[config.mk]
export PLATFORM = sky130hd
export DESIGN_NAME = fixed_mul_arbiter
export DESIGN_NICKNAME = d
export VERILOG_FILES = /design/src/rtl/fixed_pkg.sv /design/src/rtl/rr_pick.sv /design/src/rtl/fixed_mul_arbiter.sv
export SDC_FILE = /design/constraint.sdc
export NUM_CORES = 1
export LEC_CHECK = 0
export ABC_AREA = 1
export CAP_MARGIN = 20
export CORE_AREA = 2 2 157 159
export CTS_BUF_LIST = sky130_fd_sc_hd__clkbuf_4
export DETAILED_ROUTE_END_ITERATION = 10
export DIE_AREA = 0 0 159 161
export GPL_TIMING_DRIVEN = 0
export PLACE_DENSITY = 0.67
export SLEW_MARGIN = 10
export SYNTH_ARGS = -nofsm -noshare
export SYNTH_HDL_FRONTEND = slang
export SYNTH_SLANG_ARGS = --single-unit
[constraint.sdc]
create_clock -name clk_i -period 2.3 [get_ports clk_i]
set_input_delay 0.345 -clock clk_i [delete_from_list [all_inputs] [get_ports clk_i]]
set_output_delay 0.345 -clock clk_i [all_outputs]
set_load 0.02 [all_outputs]
[src/rtl/fixed_pkg.sv]
// Shared definitions for the fixed-point multiplier arbiter: FSM encoding and defaults.
package fixed_pkg;

  localparam int N_DEF       = 32;
  localparam int Q_DEF       = 16;
  localparam int TMO_CYC_DEF = 15;

  typedef enum logic [1:0] {
    IDLE  = 2'd0,
    ISSUE = 2'd1,
    WAIT  = 2'd2,
    RESP  = 2'd3
  } state_t;

endpackage

[src/rtl/rr_pick.sv]
// Combinational round-robin selector: first set request at or after the pointer, wrapping.
module rr_pick
  import fixed_pkg::*;
#(
  parameter int NREQ = 4,
  parameter int IW   = 2
) (
  input  logic [NREQ-1:0] i_req,
  input  logic [IW-1:0]   i_ptr,
  output logic [NREQ-1:0] o_gnt,
  output logic [IW-1:0]   o_idx,
  output logic            o_any
);

  localparam logic [IW:0] NREQ_W = (IW+1)'(NREQ);

  always_comb begin
    logic [IW:0] w_sum;
    w_sum = '0;
    o_gnt = '0;
    o_idx = '0;
    o_any = 1'b0;
    for (int i = 0; i < NREQ; i++) begin
      w_sum = {1'b0, i_ptr} + (IW+1)'(i);
      if (w_sum >= NREQ_W) w_sum = w_sum - NREQ_W;
      if (!o_any && i_req[w_sum[IW-1:0]]) begin
        o_any                 = 1'b1;
        o_gnt[w_sum[IW-1:0]]  = 1'b1;
        o_idx                 = w_sum[IW-1:0];
      end
    end
  end

endmodule

[src/rtl/fixed_mul_arbiter.sv]
// Round-robin sharing of one 1-cycle sign-magnitude multiplier among NREQ requesters.
// Optional WAIT timeout with sticky err_o when ARB_TIMEOUT_EN is defined.
module fixed_mul_arbiter
  import fixed_pkg::*;
#(
  parameter int N       = N_DEF,
  parameter int Q       = Q_DEF,
  parameter int NREQ    = 4,
  parameter int TMO_CYC = TMO_CYC_DEF
) (
  input  logic              clk_i,
  input  logic              nrst_i,
  input  logic [NREQ-1:0]   req_i,
  input  logic [NREQ*N-1:0] opA_i,
  input  logic [NREQ*N-1:0] opB_i,
  output logic [NREQ-1:0]   gnt_o,
  output logic [NREQ-1:0]   done_o,
  output logic [N-1:0]      result_o,
  output logic              busy_o,
  output logic              mul_valid_o,
  output logic [N-1:0]      mul_opA_o,
  output logic [N-1:0]      mul_opB_o,
  input  logic              mul_ready_i,
  input  logic [N-1:0]      mul_result_i
`ifdef ARB_TIMEOUT_EN
  ,
  output logic              err_o
`endif
);

  localparam int IW = (NREQ > 1) ? $clog2(NREQ) : 1;

  // Q only describes the operand format; reject a nonsensical setting at elaboration.
  if (Q < 0 || Q >= N) begin : g_bad_q
    $error("fixed_mul_arbiter: Q must lie in [0, N-1]");
  end

  state_t          r_state, w_next;
  logic [IW-1:0]   r_ptr, r_idx;
  logic [NREQ-1:0] r_gnt, r_done;
  logic [N-1:0]    r_result, r_opA, r_opB;
  logic            r_busy, r_mul_valid;

  logic [NREQ-1:0] w_pick_gnt;
  logic [IW-1:0]   w_pick_idx;
  logic            w_pick_any;
  logic [IW-1:0]   w_ptr_nxt;
  logic            w_tmo_hit;

  rr_pick #(
    .NREQ (NREQ),
    .IW   (IW)
  ) u_pick (
    .i_req (req_i),
    .i_ptr (r_ptr),
    .o_gnt (w_pick_gnt),
    .o_idx (w_pick_idx),
    .o_any (w_pick_any)
  );

  assign w_ptr_nxt = (r_idx == IW'(NREQ-1)) ? '0 : r_idx + 1'b1;

`ifdef ARB_TIMEOUT_EN
  logic [3:0] r_tmo;
  logic       r_err;

  assign w_tmo_hit = (r_state == WAIT) && (r_tmo == 4'(TMO_CYC-1));
  assign err_o     = r_err;

  always_ff @(posedge clk_i) begin
    if (!nrst_i) begin
      r_tmo <= '0;
      r_err <= 1'b0;
    end else begin
      if (r_state == ISSUE) r_tmo <= '0;
      else if (r_state == WAIT) r_tmo <= r_tmo + 1'b1;
      if (w_tmo_hit && !mul_ready_i) r_err <= 1'b1;
    end
  end
`else
  assign w_tmo_hit = 1'b0;
`endif

  always_ff @(posedge clk_i) begin
    if (!nrst_i) r_state <= IDLE;
    else         r_state <= w_next;
  end

  always_comb begin
    w_next = r_state;
    case (r_state)
      IDLE:    if (w_pick_any) w_next = ISSUE;
      ISSUE:   w_next = WAIT;
      WAIT:    if (mul_ready_i || w_tmo_hit) w_next = RESP;
      RESP:    w_next = IDLE;
      default: w_next = IDLE;
    endcase
  end

  always_ff @(posedge clk_i) begin
    if (!nrst_i) begin
      r_ptr       <= '0;
      r_idx       <= '0;
      r_gnt       <= '0;
      r_done      <= '0;
      r_result    <= '0;
      r_opA       <= '0;
      r_opB       <= '0;
      r_busy      <= 1'b0;
      r_mul_valid <= 1'b0;
    end else begin
      r_gnt       <= '0;
      r_done      <= '0;
      r_mul_valid <= 1'b0;
      r_busy      <= (w_next != IDLE);
      case (r_state)
        IDLE: begin
          if (w_pick_any) begin
            r_opA       <= opA_i[w_pick_idx*N +: N];
            r_opB       <= opB_i[w_pick_idx*N +: N];
            r_idx       <= w_pick_idx;
            r_gnt       <= w_pick_gnt;
            r_mul_valid <= 1'b1;
          end
        end
        // Operands stay untouched here: the multiplier derives its sign from them live.
        WAIT: begin
          if (mul_ready_i) begin
            r_result <= mul_result_i;
            r_done   <= NREQ'(1) << r_idx;
          end else if (w_tmo_hit) begin
            r_result <= '0;
            r_done   <= NREQ'(1) << r_idx;
          end
        end
        RESP:    r_ptr <= w_ptr_nxt;
        default: ;
      endcase
    end
  end

  assign gnt_o       = r_gnt;
  assign done_o      = r_done;
  assign result_o    = r_result;
  assign busy_o      = r_busy;
  assign mul_valid_o = r_mul_valid;
  assign mul_opA_o   = r_opA;
  assign mul_opB_o   = r_opB;

endmodule

==> flow_metrics.py <==
metrics = {
    "status": {
        "status": "complete, no violations",
    },
    "min_path": {
        "holdPathEnd": "result_o[6]$_SDFFE_PN0P_",
        "hp-start": "mul_result_i[6]",
        "min_path_type": "in -> reg",
        "hold_depth": 3,
    },
    "yosys": {
        "ys_ff_latch": 112,
        "synth.most_common_cell": "nand2_1",
        "synth_cell_types": 35,
        "synthCells": 1162,
        "synthFlopType": "dfxtp_1",
        "synth_edf_count": 0,
        "yosysTopAreaCell": "dfxtp_1",
        "muxShareOfSynthArea": 0,
        "async_reset_ff_frac": 0,
        "yosys-top-cells-area": "dfxtp_1 (32%), nand2_1 (20%), nand3_1 (10%), nor2_1 (8.0%), inv_1 (7.3%)",
        "yosys_warnings": 0,
        "yosys.area_share.xor_xnor": 0,
        "synth_compound_area_frac": 0.07123,
        "netlist_top_cells_count": "nand2_1 (382), nor2_1 (152), nand3_1 (146), inv_1 (138), dfxtp_1 (112)",
        "synth_top_family_by_area": "simple AND/OR/NAND/NOR gates",
        "syn_area_um2": 7097,
        "synthSimpleGateAreaFrac": 0.4702,
        "synth_fp_nets": 1467,
        "synth_top_area_share": 0.3159,
        "synthAdderAreaFrac": 0.01763,
        "synth_area_per_cell_um2": 6.107,
        "ys_seq_area_frac": 0.3159,
    },
    "pwr": {
        "p_int_mw": 6.805,
        "sw_frac_of_total": 0.4749,
        "p_leak_nw": 5.846,
        "p_clk_frac": 0.094,
        "powerDensity_nw_per_um2": 1042,
        "peakVddDrop_mv": 0.4929,
        "seqPwrFrac": 0.233,
        "combPwrFrac": 0.674,
        "switchingPower_mw": 6.155,
    },
    "worst_setup_path": {
        "cp.required_ns": 2.74,
        "crit-reg2reg-launch": "r_ptr[1]$_SDFFE_PN0N_",
        "endpoint_kind": "register",
        "criticalPathCategory": "reg -> reg",
        "arrival_ns": 2.72,
        "r2r-end": "mul_opA_o[5]$_SDFFE_PN0P_",
        "r2r_setup_slack_ns": 0.03,
        "path_max_fanout": 8,
        "startpoint_type": "register",
        "r2r_cells": 13,
    },
    "clocking": {
        "cts_root_buffer": "clkbuf_4",
        "cts.path.max_buffers": 2,
        "numCtsBuffers": 9,
        "worstSkewPairLatency_ns": 0.52,
        "clock_sinks": 112,
        "cts_tree": "yes",
        "clk_pin_slew_ns": 0.21,
        "htree_levels": 3,
    },
    "routing": {
        "drtPass1Iterations": 5,
        "vias": 8940,
        "wl_met2_mm": 15.23,
        "drcViolationCount": 0,
        "viasPerCell": 4.604,
        "met3_length_mm": 2.580,
        "wirelength_mm": 31.96,
        "drt_iter0_drc": 481,
        "top_layer": "met5",
        "ant_nets": 0,
        "wl_met1_mm": 12.90,
        "wl_per_cell_um": 16.46,
    },
    "sta": {
        "finalCritPeriodShare": 0.9884,
        "timing.slew.headroom": 0.4426,
        "slew_violations": 0,
        "layout_min_cycle_time_ns": 2.273,
        "fmax_mhz": 439.9,
        "hold_ws_ns": 0.4178,
        "setup_viol": 0,
        "rsz0062_at_grt": "true",
        "setup_slack_ns": 0.02664,
        "worst_pin_slew_ns": 0.8360,
        "finalHoldViolCount": 0,
        "fin_skew_ns": 0.01676,
    },
    "placement": {
        "dp_hpwl_mm": 24.85,
        "place_area_um2": 11510,
        "dp_slack_ns": -0.6240,
        "gp_congestion": 0.9307,
        "port_buffers": 400,
    },
    "grt": {
        "antenna_found_initial": 6,
        "grt_util_all_layers": 0.2394,
        "grt_start_max_net_pins": 23,
        "gr-total-overflow": 0,
        "grt_pass1_vias": 8641,
        "grt_pass1_wl_mm": 47.69,
    },
    "final_layout": {
        "n_fill_cell": 2456,
        "final_util": 0.5192,
        "area_growth_pct": 75.30,
        "drive_gt1_frac": 0.1078,
        "final_nets": 1914,
        "stdcell_area_um2": 12440,
    },
    "floorplanning": {
        "rows": 57,
        "coreArea_um2": 23960,
        "ioPinCount": 401,
        "fp.dieH_um": 161,
        "die_area_um2": 25600,
        "die_w_um": 159,
        "start_util": 0.2962,
    },
    "job": {
        "maxCapViolations": 0,
    },
}
sequential cells by signal, summed over array words and instances (netlist names):
| signal | flops |
|---|---|
| busy_o | 1 |
| done_o | 4 |
| gnt_o | 4 |
| mul_opA_o | 32 |
| mul_opB_o | 32 |
| mul_valid_o | 1 |
| r_idx | 2 |
| r_ptr | 2 |
| r_state | 2 |
| result_o | 32 |
power groups by stage:
stage          combinational [mW]  sequential (mW)  clock [mW]
6_report                     8.73             3.02        1.21
5_1_grt                      9.50             3.11        1.32
3_3_place_gp                 7.65             3.03           0
3_5_place_dp                 7.70             3.06           0
2_1_floorplan                3.69             3.80           0
4_1_cts                      8.18             3.02        1.26
kinds of logic after synthesis:
group | Yosys count
simple gates | 746
buf+inv | 212
flops | 112
compound gates | 82
fa+ha+maj | 10
critical path: stages (launching register included):
cell and delay, ns:
dfxtp_4 0.40, clkinvlp_4 0.11, ha_4 0.28, inv_4 0.08, nand3_4 0.09, nand2_8 0.11
nand4_4 0.18, nand2_8 0.18, nand2_8 0.09, clkbuf_16 0.19, buf_12 0.14, nand2_4 0.04
nor3b_4 0.21, nor2_1 0.07
routing by layer:
metal,up-vias,track usage
li1,4493,-
met1,3982,0.2776
met2,395,0.4156
met3,66,0.06882
met4,4,0.09793
met5,-,0
layout by cell type, fill, tap and decap left out, drive strengths merged:
master,n
inv,146
clkinvlp,1
a22oi,1
bufinv,1
diode,4
a21boi,1
nor3b,22
o211a,1
nand4,3
o22ai,3
o211ai,24
nand3,149
nor2,156
clkinv,2
a211oi,1
nand2,394
clkdlybuf4s50,400
ha,10
or2,24
a21oi,9
dfxtp,112
o21ai,42
clkbuf,39
buf,73
through the flow:
| step | TNS [ns] | instances | total power [mW] |
|---|---|---|---|
| floorplan | 0 | 1162 | 7.491 |
| finish | 0 | 1942 | 12.96 |
| CTS | -0.03659 | 1914 | 12.46 |
| detailed placement | -38.41 | 1886 | 10.76 |
| global placement | -36.82 | 1886 | 10.68 |
| global route | -1.183 | 1941 | 13.93 |
layout make-up:
type	instances	area, um2	area share
plain buffers	69	531.8	0.04274
well taps	324	405.4	0.03259
clock buffers	9	67.56	0.005431
inverters	143	560.5	0.04506
repair buffers	434	4328	0.3479
clock inverters	7	102.6	0.008247
multi-input cells	840	4185	0.3364
diodes	4	10.01	0.0008046
flip-flops and latches	112	2250	0.1808
worst max-delay path by stage:
stage | startpoint | to | slack, ns | depth (start not counted)
floorplan | r_ptr[1]$_SDFFE_PN0N_ | mul_opA_o[9]$_SDFFE_PN0P_ | 0.04 | 14
global placement | r_ptr[1]$_SDFFE_PN0N_ | mul_opA_o[5]$_SDFFE_PN0P_ | -0.60 | 13
detailed placement | r_ptr[1]$_SDFFE_PN0N_ | mul_opA_o[5]$_SDFFE_PN0P_ | -0.62 | 13
CTS | r_ptr[1]$_SDFFE_PN0N_ | mul_opB_o[15]$_SDFFE_PN0P_ | -0.01 | 15
global route | r_ptr[1]$_SDFFE_PN0N_ | mul_opA_o[5]$_SDFFE_PN0P_ | -0.05 | 13
finish | r_ptr[1]$_SDFFE_PN0N_ | mul_opA_o[5]$_SDFFE_PN0P_ | 0.03 | 13
timing repair:
item                                    4_1_cts  5_1_grt
gates cloned                                  1        6
gates resized for setup                      68       76
endpoints found under the setup margin       71       66
pin swaps                                    10       22
hold buffers                                  0        0
setup buffers                                11       18
Note: power is estimated with default switching activity, not from simulation.
